## src/rtl/sad_best_match.sv

```systemverilog
// sad_best_match: accumulates ROWS row SADs per candidate block and keeps the minimum over NUM_CAND candidates
//   clk       : clock, all state changes on the rising edge
//   rst       : asynchronous active-high reset
//   start     : begins a search when sampled high in IDLE
//   sad_in    : 12-bit row SAD from the upstream stage
//   sad_valid : sad_in is valid
//   sad_ready : high only in ACCUM; a transfer happens when sad_valid and sad_ready are both high
//   best_sad  : minimum block SAD found so far
//   best_idx  : candidate index of best_sad
//   busy      : high whenever the FSM is not in IDLE
//   done      : one-cycle pulse when the search completes
module sad_best_match #(
    parameter int ROWS     = 16,
    parameter int NUM_CAND = 49,
    parameter int CAND_W   = 6
) (
    input  logic              clk,
    input  logic              rst,
    input  logic              start,
    input  logic [11:0]       sad_in,
    input  logic              sad_valid,
    output logic              sad_ready,
    output logic [15:0]       best_sad,
    output logic [CAND_W-1:0] best_idx,
    output logic              busy,
    output logic              done
);
    typedef enum logic [1:0] {IDLE, ACCUM, COMPARE, DONE} state_t;
    localparam logic [4:0]        LAST_ROW  = 5'(ROWS - 1);
    localparam logic [CAND_W-1:0] LAST_CAND = CAND_W'(NUM_CAND - 1);
    state_t            r_state;
    logic [4:0]        r_row;
    logic [CAND_W-1:0] r_cand;
    logic [15:0]       r_acc;
    logic [15:0]       r_best_sad;
    logic [CAND_W-1:0] r_best_idx;
    always_ff @(posedge clk or posedge rst) begin
        if (rst) begin
            r_state    <= IDLE;
            r_row      <= '0;
            r_cand     <= '0;
            r_acc      <= '0;
            r_best_sad <= 16'hFFFF;
            r_best_idx <= '0;
        end else begin
            case (r_state)
                IDLE: if (start) begin
                    r_state    <= ACCUM;
                    r_row      <= '0;
                    r_cand     <= '0;
                    r_acc      <= '0;
                    r_best_sad <= 16'hFFFF;
                    r_best_idx <= '0;
                end
                ACCUM: if (sad_valid) begin
                    r_acc   <= r_acc + {4'b0, sad_in};
                    r_row   <= r_row + 5'd1;
                    r_state <= (r_row == LAST_ROW) ? COMPARE : ACCUM;
                end
                COMPARE: begin
                    // strict less-than so a tie keeps the earlier candidate
                    if (r_acc < r_best_sad) begin
                        r_best_sad <= r_acc;
                        r_best_idx <= r_cand;
                    end
                    r_acc   <= '0;
                    r_row   <= '0;
                    r_cand  <= (r_cand == LAST_CAND) ? r_cand : r_cand + 1'b1;
                    r_state <= (r_cand == LAST_CAND) ? DONE : ACCUM;
                end
                default: r_state <= IDLE;
            endcase
        end
    end
    assign sad_ready = (r_state == ACCUM);
    assign busy      = (r_state != IDLE);
    assign done      = (r_state == DONE);
    assign best_sad  = r_best_sad;
    assign best_idx  = r_best_idx;
endmodule

```

## config.mk

```make
export PLATFORM = sky130hd
export DESIGN_NAME = sad_best_match
export DESIGN_NICKNAME = d
export VERILOG_FILES = /design/src/rtl/sad_best_match.sv
export SDC_FILE = /design/constraint.sdc
export NUM_CORES = 1
export LEC_CHECK = 0
export ABC_AREA = 1
export CAP_MARGIN = 20
export CORE_AREA = 2 2 127 67
export DETAILED_ROUTE_END_ITERATION = 6
export DIE_AREA = 0 0 129 69
export PLACE_DENSITY_LB_ADDON = 0.2
export SETUP_SLACK_MARGIN = 0.5
export SKIP_CTS_REPAIR_TIMING = 1
export SLEW_MARGIN = 20
export SYNTH_ARGS = -nofsm -noshare
export SYNTH_HDL_FRONTEND = slang
export SYNTH_SLANG_ARGS = --single-unit
```

## constraint.sdc

```tcl
create_clock -name clk -period 2.2 [get_ports clk]
set_input_delay 0.44 -clock clk [delete_from_list [all_inputs] [get_ports clk]]
set_output_delay 0.44 -clock clk [all_outputs]
set_load 0.01 [all_outputs]
```

Yosys cells after proc, flatten, opt, wreduce, memory -nomap -nowiden
Index checks and enable logic that the tools add are counted.
Widths: inputs -> output; s select.
- flip-flop bits (word level): 51
- latch bits: 0
- RAM bits: 0
- memory bits (read-only): 0
- bits of input ports: 16
- logic and storage cells: 46
- memories kept: 0
- add/sub/neg operators: 3
- multiply operators: 0
- divide/modulo/power cells: 0
- magnitude comparators: 1
- eq/ne operators: 9
- shifts and indexed selects: 0
- mux-type cells: 19
- bitwise logic cells: 0
- reduce and logical (&&, ||, !) cells: 8
- operator list (operator ; count):
    $mux 16 ; 4
    $pmux 16 s3 ; 1
    $pmux 16 s2 ; 1
    $pmux 6 s2 ; 2
    $mux 6 ; 3
    $add 16x12->16 ; 1
    $lt 16x16->1 ; 1
    $pmux 5 s3 ; 1
    $mux 5 ; 2
    $reduce_and 3->1 ; 3
    $mux 2 ; 4
    $ne 2x2->1 const B ; 4
    $add 6x1->6 const B ; 1
    $eq 6x6->1 const B ; 1
    $pmux 2 s3 ; 1
    $add 5x1->5 const B ; 1
    $eq 5x4->1 const B ; 1
    $eq 2x2->1 const B ; 2
    $reduce_bool 2->1 ; 2
    $reduce_bool 3->1 ; 1
    $eq 2x1->1 const B ; 1
    $logic_not 2->1 ; 1
    $reduce_and 2->1 ; 1

Logic depth before layout (Yosys ltp)
Gate-level depths: netlist (run 1).
- word-level depth: 4
- depth in mapped cells: 15

Worst setup path after synthesis (run 1)
OpenSTA, ideal clock, no wires.
- kind: reg2reg
- from: register r_best_sad[5], in the netlist best_sad[5]
- to: register r_best_idx[0], in the netlist best_idx[0]
- data arrival time: 1.766 ns
- required time: 2.083 ns
- slack: 0.317 ns
- cell stages (with the launch flop): 14
- path buffers: 1
- clock period less this slack: 1.883 ns
- cell sequence: dfstp_2 inv_1 ha_1 a21oi_1 nor2_1 nor3_1 nand2_1 nand2_1 nand2_1 nand2_1 nand2_1 buf_2 nand2_1 nand2_1
- word-level cells in the longest chain between the ends: 3
- RTL lines (element ; RTL line ; RTL):
    from (decl) ; 35 ; logic [15:0] r_best_sad;
    from (signal assigned) ; 63 ; r_best_sad <= r_acc;
    $lt 16x16->1 ; 62 ; if (r_acc < r_best_sad) begin
    $ne 2x2->1 (no line) ; n/a ;
    $reduce_and 3->1 (no line) ; n/a ;
    to (signal assigned) ; 64 ; r_best_idx <= r_cand;
    to (decl) ; 36 ; logic [CAND_W-1:0] r_best_idx;
Every way passes these cells.
A chain may end at the register's enable or synchronous reset.

Worst setup path in the final report (run 1)
- from: register r_best_sad[7], in the netlist best_sad[7]
- to: register r_best_idx[3], in the netlist best_idx[3]
The elaborated chain is that of the path after synthesis.

==> results.yml, run 1 <==
outcome:
  status: "finished, final reports clean"
route:
  antenna_left: 0
  highest_layer: "met4"
  vias: 3174
  wl_um: 9749
  routed-wl-met2_um: 3858
  wl_met3_um: 703
  route.detailed.drc: 0
  vias_per_cell: 5.095
  wl_per_cell_um: 15.65
  drtPass1Iterations: 5
  drt_iter0_drc: 260
  wirelength_met1_um: 5100
placed_design:
  place.port_buffers: 40
  dpl.hpwl_um: 6711
  post_dp_cell_area_um2: 4064
  place_ws_ps: -120.4
  place_congestion: 0.9744
cells_and_area:
  design_area_um2: 4746
  fin_nets: 558
  area_growth_pct: 38.68
  drive_above_1_share_pct: 29.35
  insertedDiodeCount: 0
min_path:
  holdPathStages: 2
  min_to: "best_sad[8]"
  hp-start: "best_sad[8]"
  hp-class: "reg2reg"
logic_synthesis:
  async_flop_share_pct: 100.0
  ys_warn_count: 0
  synth_area_leader_cell: "dfrtp_1"
  synth_common_cells: "nand2_1 (129), inv_1 (59), dfrtp_1 (35), nand3_1 (35), nor2_1 (32)"
  syn-cell-area_um2: 3422
  synth_edf_count: 0
  ys_top_cells_by_area: "dfrtp_1 (26%), nand2_1 (14%), dfstp_2 (12%)"
  postSynthAreaPerCell_um2: 7.656
  synth.most_common_cell: "nand2_1"
  postSynthCellCount: 447
  yosysUniqueCellTypes: 38
  synth_ff_type: "dfrtp_1"
  ys_ff_latch: 51
  synth_seq_area_share_pct: 37.88
  synth_top_area_share_pct: 25.59
  syn-num-nets: 495
global_routing:
  grt_pass1_vias: 2948
  grt_use_total_pct: 21.32
  grt_max_degree: 52
  globalRoute.totalOverflow: 0
  grt_pass1_wl_um: 14790
  grt_antenna_before_repair: 0
power:
  p_total_uw: 5069
  power_density_nw_per_um2: 1068
  ir_drop_v: 0.0004917
  p_leak_uw: 0.002482
timing:
  setup_slack_ps: 212.2
  rsz0062_at_grt: "true"
  finalCritPeriodShare_pct: 90.35
  maxSlewHeadroom_pct: 80.83
  setup_viol: 0
  slew_violations: 0
  final.min_clock_period_ps: 1988
  finalClockSkew_ps: 12.19
  hold_slack_ps: 470.9
  fmaxAchievable_mhz: 503.1
  finalHoldViolations: 0
  setup_tns_ps: 0
  tightest_slew_ps: 287.5
critical_path:
  cp-end-kind: "flop"
  slowest_stage: "dfstp_2"
  crit_family: "simple AND/OR/NAND/NOR gates"
  critPathRequiredTime_ps: 2400
  reg2reg_from: "best_sad[7]"
  worstPathCellList: "inv_1, ha_1, nand2_1, inv_1, nor3_2, nand2_2, nand2_2, nand2_4, nand2_4, nand2_4, buf_6, nand2_1, nand2_1"
  startpoint_type: "flop"
  cp_max_fo: 6
  critPathBufInv: 3
  worstPathArrival_ps: 2180
  rrSetupSlack_ps: 210
  max_stage_delay_ps: 560
  critical_path_class: "reg2reg"
  worstReg2RegEnd: "best_idx[3]"
  rr_worst_depth: 13
cts:
  cts_tree: "done"
  clock_sinks: 51
  clk_pin_slew_worst_paths_ps: 70
  cts_buffer_depth: 2
  numCtsBuffers: 5
  clockRootBuffer: "clkbuf_16"
  htreeDepth: 2
  clock_latency_ps: 300
floorplanning:
  die_area_um2: 8901
  rows: 23
  coreArea_um2: 7799
  io_pins: 41
  fp.dieW_um: 129
  die_height_um: 69
  start_util_pct: 43.88
job:
  cap_viol_max_count: 0
==> flip-flops by register name (all words and copies together) (netlist names) <==
register and count:
best_idx 6, r_acc 16, r_state 2, r_cand 6, r_row 5, best_sad 16
==> worst max path at each step <==
| stage | startpoint | endpoint | slack (ps) | cells past startpoint |
|---|---|---|---|---|
| after floorplan | best_sad[7] | best_idx[0] | 430 | 13 |
| after global placement | sad_in[0] | r_acc[14] | -80 | 10 |
| after detailed placement | sad_in[0] | r_acc[14] | -120 | 10 |
| after CTS | r_state[0] | sad_ready | 120 | 3 |
| after global routing | best_sad[7] | best_idx[3] | 90 | 13 |
| final | best_sad[7] | best_idx[3] | 210 | 13 |
==> stage by stage <==
stage,std cells,util [%]
2_1_floorplan,447,-
3_3_place_gp,605,52.11
3_5_place_dp,605,52.11
4_1_cts,613,54.10
5_1_grt,623,60.85
6_report,623,60.85
==> metal layers <==
| layer | GRT usage [%] | vias up |
|---|---|---|
| met5 | 0 | - |
| met4 | 4.227 | 0 |
| met3 | 4.581 | 11 |
| met2 | 27.69 | 105 |
| met1 | 35.24 | 1493 |
| li1 | - | 1565 |
==> cell type report <==
| cell class | instances | area (um^2) |
|---|---|---|
| fill | 697 | 3053 |
| multi-input combinational | 322 | 2196 |
| sequential | 51 | 1300 |
| timing repair buffer | 64 | 685.7 |
| inverter | 66 | 269.0 |
| tap | 112 | 140.1 |
| clock buffer | 6 | 138.9 |
| clock inverter | 2 | 16.27 |
==> power breakdown <==
part	internal (uW)	leakage [uW]	switching (uW)
Combinational	1200	0.00178	1460
Clock	456	0.0000731	387
Sequential	1260	0.000629	304
==> worst register-to-register path: stages, from the launching register on <==
cell and delay (ps):
dfstp_2 560, inv_1 50, ha_1 300, nand2_1 70, inv_1 50, nor3_2 170
nand2_2 90, nand2_2 90, nand2_4 60, nand2_4 100, nand2_4 90, buf_6 150
nand2_1 60, nand2_1 50
==> cell usage in the layout (no fill, tap or decap), types with 8 or more instances in the layout <==
cell,instances
nand2_1,103
ha_1,15
nand3_1,31
inv_1,51
o21ai_0,9
dfstp_2,16
inv_2,9
a21oi_1,17
dfrtp_1,32
dlymetal6s2s_1,26
o22ai_1,8
nor2_1,27
ha_4,15
a21oi_2,10
buf_4,18
nand2_2,26
o21ai_1,10
clkdlybuf4s50_1,14
==> cell families after synthesis <==
logic type | count (synthesis) | synth area share (%)
AO/OA/AOI/OAI | 62 | 9.909
XOR/XNOR | 4 | 1.024
adder cells (fa/ha/maj) | 32 | 11.92
buffers and inverters | 74 | 9.068
flip-flops | 51 | 37.88
multiplexers | 1 | 0.2925
AND/OR/NAND/NOR | 223 | 29.91
(Power assumes the default switching activity.)
==> run 2, diff against run 1 <==
GPL_TIMING_DRIVEN = 0   (was default)
SLEW_MARGIN = default   (was 20)
==> run 2 against run 1 <==
Net effect:
- cell count is 0.80% higher
- flip-flop and latch count unchanged
- via count up 0.79%
- non-clock buffer count up 5
- routed wire length fell by 2.7%
- count of clock-buffer cells in the layout stayed put
- core utilization up 2.1 points
- worst hold slack worse by 70 ps
- combinational power rose by 8.3%
- largest cell class unchanged
==> results.yml, run 2 (same netlist as run 1, synthesis figures left out) <==
placed_design:
  place_congestion: 0.8731
  dpl.hpwl_um: 6591
  place_ws_ps: -235.0
  dpl.cell_count: 600
  place.port_buffers: 40
floorplanning:
  die_height_um: 69
  io_pins: 41
  die_area_um2: 8901
  fp.dieW_um: 129
  coreArea_um2: 7799
  rows: 23
  start_util_pct: 43.88
cts:
  htreeDepth: 2
  clock_latency_ps: 300
  numCtsBuffers: 5
  clk_pin_slew_worst_paths_ps: 70
  clock_sinks: 51
  cts_tree: "done"
  clockRootBuffer: "clkbuf_16"
  cts_buffer_depth: 2
cells_and_area:
  insertedDiodeCount: 0
  final_cell_mix: "nand2_1 (96), inv_1 (56), dfrtp_1 (33), nand2_2 (30), nand3_1 (29)"
  drive_above_1_share_pct: 31.01
  fin_nets: 563
  layout_commonest_cell: "nand2_1"
  final_cells: 628
  area_growth_pct: 43.44
power:
  p_int_uw: 3146
  seq_power_share_pct: 28.9
  p_comb_share_pct: 53.7
  ir_drop_v: 0.0005256
  power_switching_uw: 2220
  p_leak_uw: 0.002600
  power_density_nw_per_um2: 1093
  clkPwrFrac_pct: 17.4
  sw_frac_of_total_pct: 41.38
global_routing:
  grt_pass1_vias: 2840
  grt_max_degree: 41
  grt_pass1_wl_um: 14200
  grt_antenna_before_repair: 0
  globalRoute.totalOverflow: 0
  grt_use_total_pct: 20.52
route:
  drt_iter0_drc: 201
  antenna_left: 0
  vias_per_cell: 5.094
  drtPass1Iterations: 4
  wl_um: 9481
  vias: 3199
  route.detailed.drc: 0
  wl_per_cell_um: 15.10
timing:
  tightest_slew_ps: 612.8
  setup_viol: 0
  final.min_clock_period_ps: 2014
  maxSlewHeadroom_pct: 59.15
  fmaxAchievable_mhz: 496.6
  rsz0062_at_grt: "true"
  slew_violations: 0
  setup_slack_ps: 186.1
  finalCritPeriodShare_pct: 91.54
  finalClockSkew_ps: 6.609
  finalHoldViolations: 0
outcome:
  status: "finished, final reports clean"
critical_path:
  max_stage_delay_ps: 560
  cpMostUsedCell: "nand2_2"
  cp_max_fo: 10
  critPathRequiredTime_ps: 2390
  cp-end-kind: "flop"
  critPathBufInv: 2
  worstPathArrival_ps: 2200
  startpoint_type: "flop"
  slowest_stage: "dfstp_2"
  crit_family: "simple AND/OR/NAND/NOR gates"
  worstPathCellList: "inv_2, ha_4, a21oi_4, nor2_2, nor3_2, nand2_2, nand2_2, nand2_2, nand2_4, nand2_8, buf_8, nand2_1, nand2_1"
  critical_path_class: "reg2reg"
job:
  cap_viol_max_count: 0
min_path:
  hp-class: "in2async"
## run 2: power by group through the flow
stage	clock (uW)	sequential, uW	combinational, uW
after global routing	989	1590	3180
after floorplan	0	1500	1350
final	935	1550	2880
after CTS	943	1510	2040
after detailed placement	0	1520	2030
after global placement	0	1520	1960
## run 2: worst reg2reg max path: cells and delay by family (launching register included)
kind	cells	cell delay (ps)
DFF	1	560
AOI/OAI and AO/OA	1	140
adders and majority gates	1	220
and+or+nand+nor	9	800
buffers and inverters	2	190
## run 2: layout make-up
| type | count | area [um^2] |
|---|---|---|
| fillers | 665 | 2890 |
| clock buffers | 6 | 138.9 |
| clock inverters | 2 | 35.03 |
| inverters | 66 | 267.8 |
| repair buffers | 61 | 661.9 |
| well taps | 112 | 140.1 |
| plain buffers | 8 | 77.57 |
| multi-input cells | 322 | 2288 |
| flip-flops and latches | 51 | 1299 |
## run 2: layer usage
| metal | track usage, % | part of all wire (%) |
|---|---|---|
| met1 | 33.24 | 50 |
| met3 | 3.960 | 6.7 |
| met2 | 27.63 | 42 |
| met5 | 0 | 0 |
| met4 | 4.589 | 1.5 |
## run 2: worst paths after layout
check | end | from | slack, ps | cells past startpoint
min | r_acc[9] | rst | 400 | 2
min reg2reg | best_sad[8] | best_sad[8] | 470 | 2
max | best_idx[5] | best_sad[5] | 190 | 13
min in group clk | best_sad[8] | best_sad[8] | 470 | 2
max in group asynchronous | best_sad[1] | rst | 1220 | 3
max reg2reg | best_idx[5] | best_sad[5] | 190 | 13
## run 2: per-stage QoR
step	util [%]	area, um^2	hold WS [ps]	setup TNS [ps]	total power, uW
after floorplan	-	3463	473.4	0	2854
after global placement	51.34	4004	456.9	-20700	3477
after detailed placement	51.60	4024	463.2	-622.0	3549
after CTS	53.83	4198	407.7	0	4492
after global routing	62.94	4908	431.7	0	5755
final	62.94	4908	400.6	0	5366
==> run 3, diff against run 2 <==
DONT_BUFFER_PORTS = 1   (was default)
GPL_TIMING_DRIVEN = default   (was 0)
==> run 3 against run 2 <==
Net effect:
- clock skew rose by 1.9 ps
- die area did not move
- worst hold slack got worse by 370 ps
- fmax rose by 2.1%
- cell count fell by 8.8%
- non-clock buffer count fell by 56
- combinational power fell by 19%
- clock power fell by 14%
- core utilization fell by 7.7 points
- sequential share of layout area rose by 3.8 points
- count of clock-buffer cells in the layout fell by 1
- largest cell class unchanged
- highest routed layer unchanged
==> results.yml, run 3 (same netlist as run 1, synthesis figures left out) <==
timing:
  tightest_slew_ps: 464.3
  maxSlewHeadroom_pct: 69.00
  setup_viol: 0
  setup_tns_ps: 0
  finalClockSkew_ps: 8.537
  finalCritPeriodShare_pct: 89.63
  finalHoldViolations: 0
  slew_violations: 0
  fmaxAchievable_mhz: 507.1
  final.min_clock_period_ps: 1972
  rsz0062_at_grt: "true"
route:
  drt_iter0_drc: 200
  drtPass1Iterations: 5
  vias_per_cell: 5.276
  wl_um: 9656
  vias: 3023
  route.detailed.drc: 0
  antenna_left: 0
  wl_per_cell_um: 16.85
global_routing:
  grt_antenna_before_repair: 0
  grt_pass1_wl_um: 13860
  globalRoute.totalOverflow: 0
  grt_pass1_vias: 2546
  grt_use_total_pct: 20.14
  grt_max_degree: 34
critical_path:
  critical_path_class: "reg2reg"
  worstPathArrival_ps: 2210
  worstReg2RegEnd: "best_sad[4]"
  cp_max_fo: 7
  cp-end-kind: "flop"
  rr_worst_depth: 10
  reg2reg_from: "best_sad[13]"
  startpoint_type: "flop"
  critPathRequiredTime_ps: 2440
  rrSetupSlack_ps: 230
power:
  clkPwrFrac_pct: 16.7
  p_int_uw: 2682
  ir_drop_v: 0.0004017
  power_density_nw_per_um2: 1115
  power_switching_uw: 2119
  sw_frac_of_total_pct: 44.13
  seq_power_share_pct: 34.5
  p_leak_uw: 0.002078
  p_comb_share_pct: 48.8
cells_and_area:
  layout_commonest_cell: "nand2_1"
  design_area_um2: 4307
  fin_nets: 508
  final_cell_mix: "nand2_1 (118), inv_1 (51), nor2_1 (32), dfrtp_1 (30), nand3_1 (21)"
  seq_area_um2: 1303
  drive_above_1_share_pct: 30.37
  insertedDiodeCount: 0
  area_growth_pct: 25.85
  fill_cells: 725
  multiInputGateArea_um2: 2301
cts:
  clockRootBuffer: "clkbuf_16"
  htreeDepth: 2
  clk_pin_slew_worst_paths_ps: 70
  cts_buffer_depth: 2
  numCtsBuffers: 5
  clock_latency_ps: 300
  clock_sinks: 51
  cts_tree: "done"
job:
  cap_viol_max_count: 0
min_path:
  hp-class: "in2async"
floorplanning:
  start_util_pct: 43.88
  coreArea_um2: 7799
  die_area_um2: 8901
  rows: 23
  die_height_um: 69
  io_pins: 41
  fp.dieW_um: 129
placed_design:
  place_congestion: 0.8771
  place.port_buffers: 0
  post_dp_cell_area_um2: 3588
  dpl.hpwl_um: 6467
outcome:
  status: "finished, final reports clean"
-- run 3: changes by cell type in the layout (fill, tap and decap cells not counted), sizes merged --
cell | before | now
buf | 28 | 12
inv | 65 | 66
clkbuf | 7 | 6
clkdlybuf4s50 | 12 | 0
nand2 | 135 | 136
bufinv | 1 | 0
dlymetal6s2s | 28 | 0
clkinvlp | 0 | 1
-- run 3: area by class of cell --
class,instances,share of cell area [%]
clock buffer,5,2.905
clock inverter,3,0.4358
inverter,66,6.304
multi-input combinational,323,53.43
sequential,51,30.24
tap,112,3.254
timing repair buffer,13,3.428
-- run 3: per-layer routing --
metal  GRT usage (%)  share of wire, %  wire [um]
met1           34.47                53       5121
met2           23.63                39       3770
met3           5.745               7.4        713
met4           3.986              0.53         51
met5               0                 0          0
-- run 3: metrics by stage --
stage               setup WS, ps  total power, uW  hold slack [ps]  std cells  utilization (%)
CTS                        27.06             4106            44.75        563            47.86
detailed placement         45.80             3296            365.7        555            46.01
global placement           89.54             3264            367.3        555            46.01
finish                     228.1             4801            30.02        573            55.22
global route               145.1             5172            51.93        573            55.22
floorplan                  434.8             2854            473.4        447                -
-- run 3: worst max path at each step --
stage,startpoint,to,slack (ps),depth (start not counted)
after CTS,best_sad[3],best_idx[0],30,12
after floorplan,best_sad[7],best_idx[0],430,13
after detailed placement,best_sad[3],best_idx[2],50,12
after global routing,best_sad[1],best_sad[5],150,14
after global placement,best_sad[3],best_idx[0],90,12
final,best_sad[13],best_sad[4],230,10
-- run 3: power by group through the flow --
stage	sequential, uW	combinational (uW)	clock [uW]
global route	1690	2620	863
finish	1660	2340	803
detailed placement	1600	1700	0
floorplan	1500	1350	0
CTS	1580	1710	813
global placement	1590	1670	0
-- run 3: worst max-delay path, cell delays in order, from the launching register on --
cell and delay (ps):
dfstp_2 580, inv_1 80, ha_4 250, a21oi_2 120, o21ai_0 120, a21oi_2 190, nand2_4 90, nand2_8 130
buf_12 150, nand3_1 100, nand2_1 90
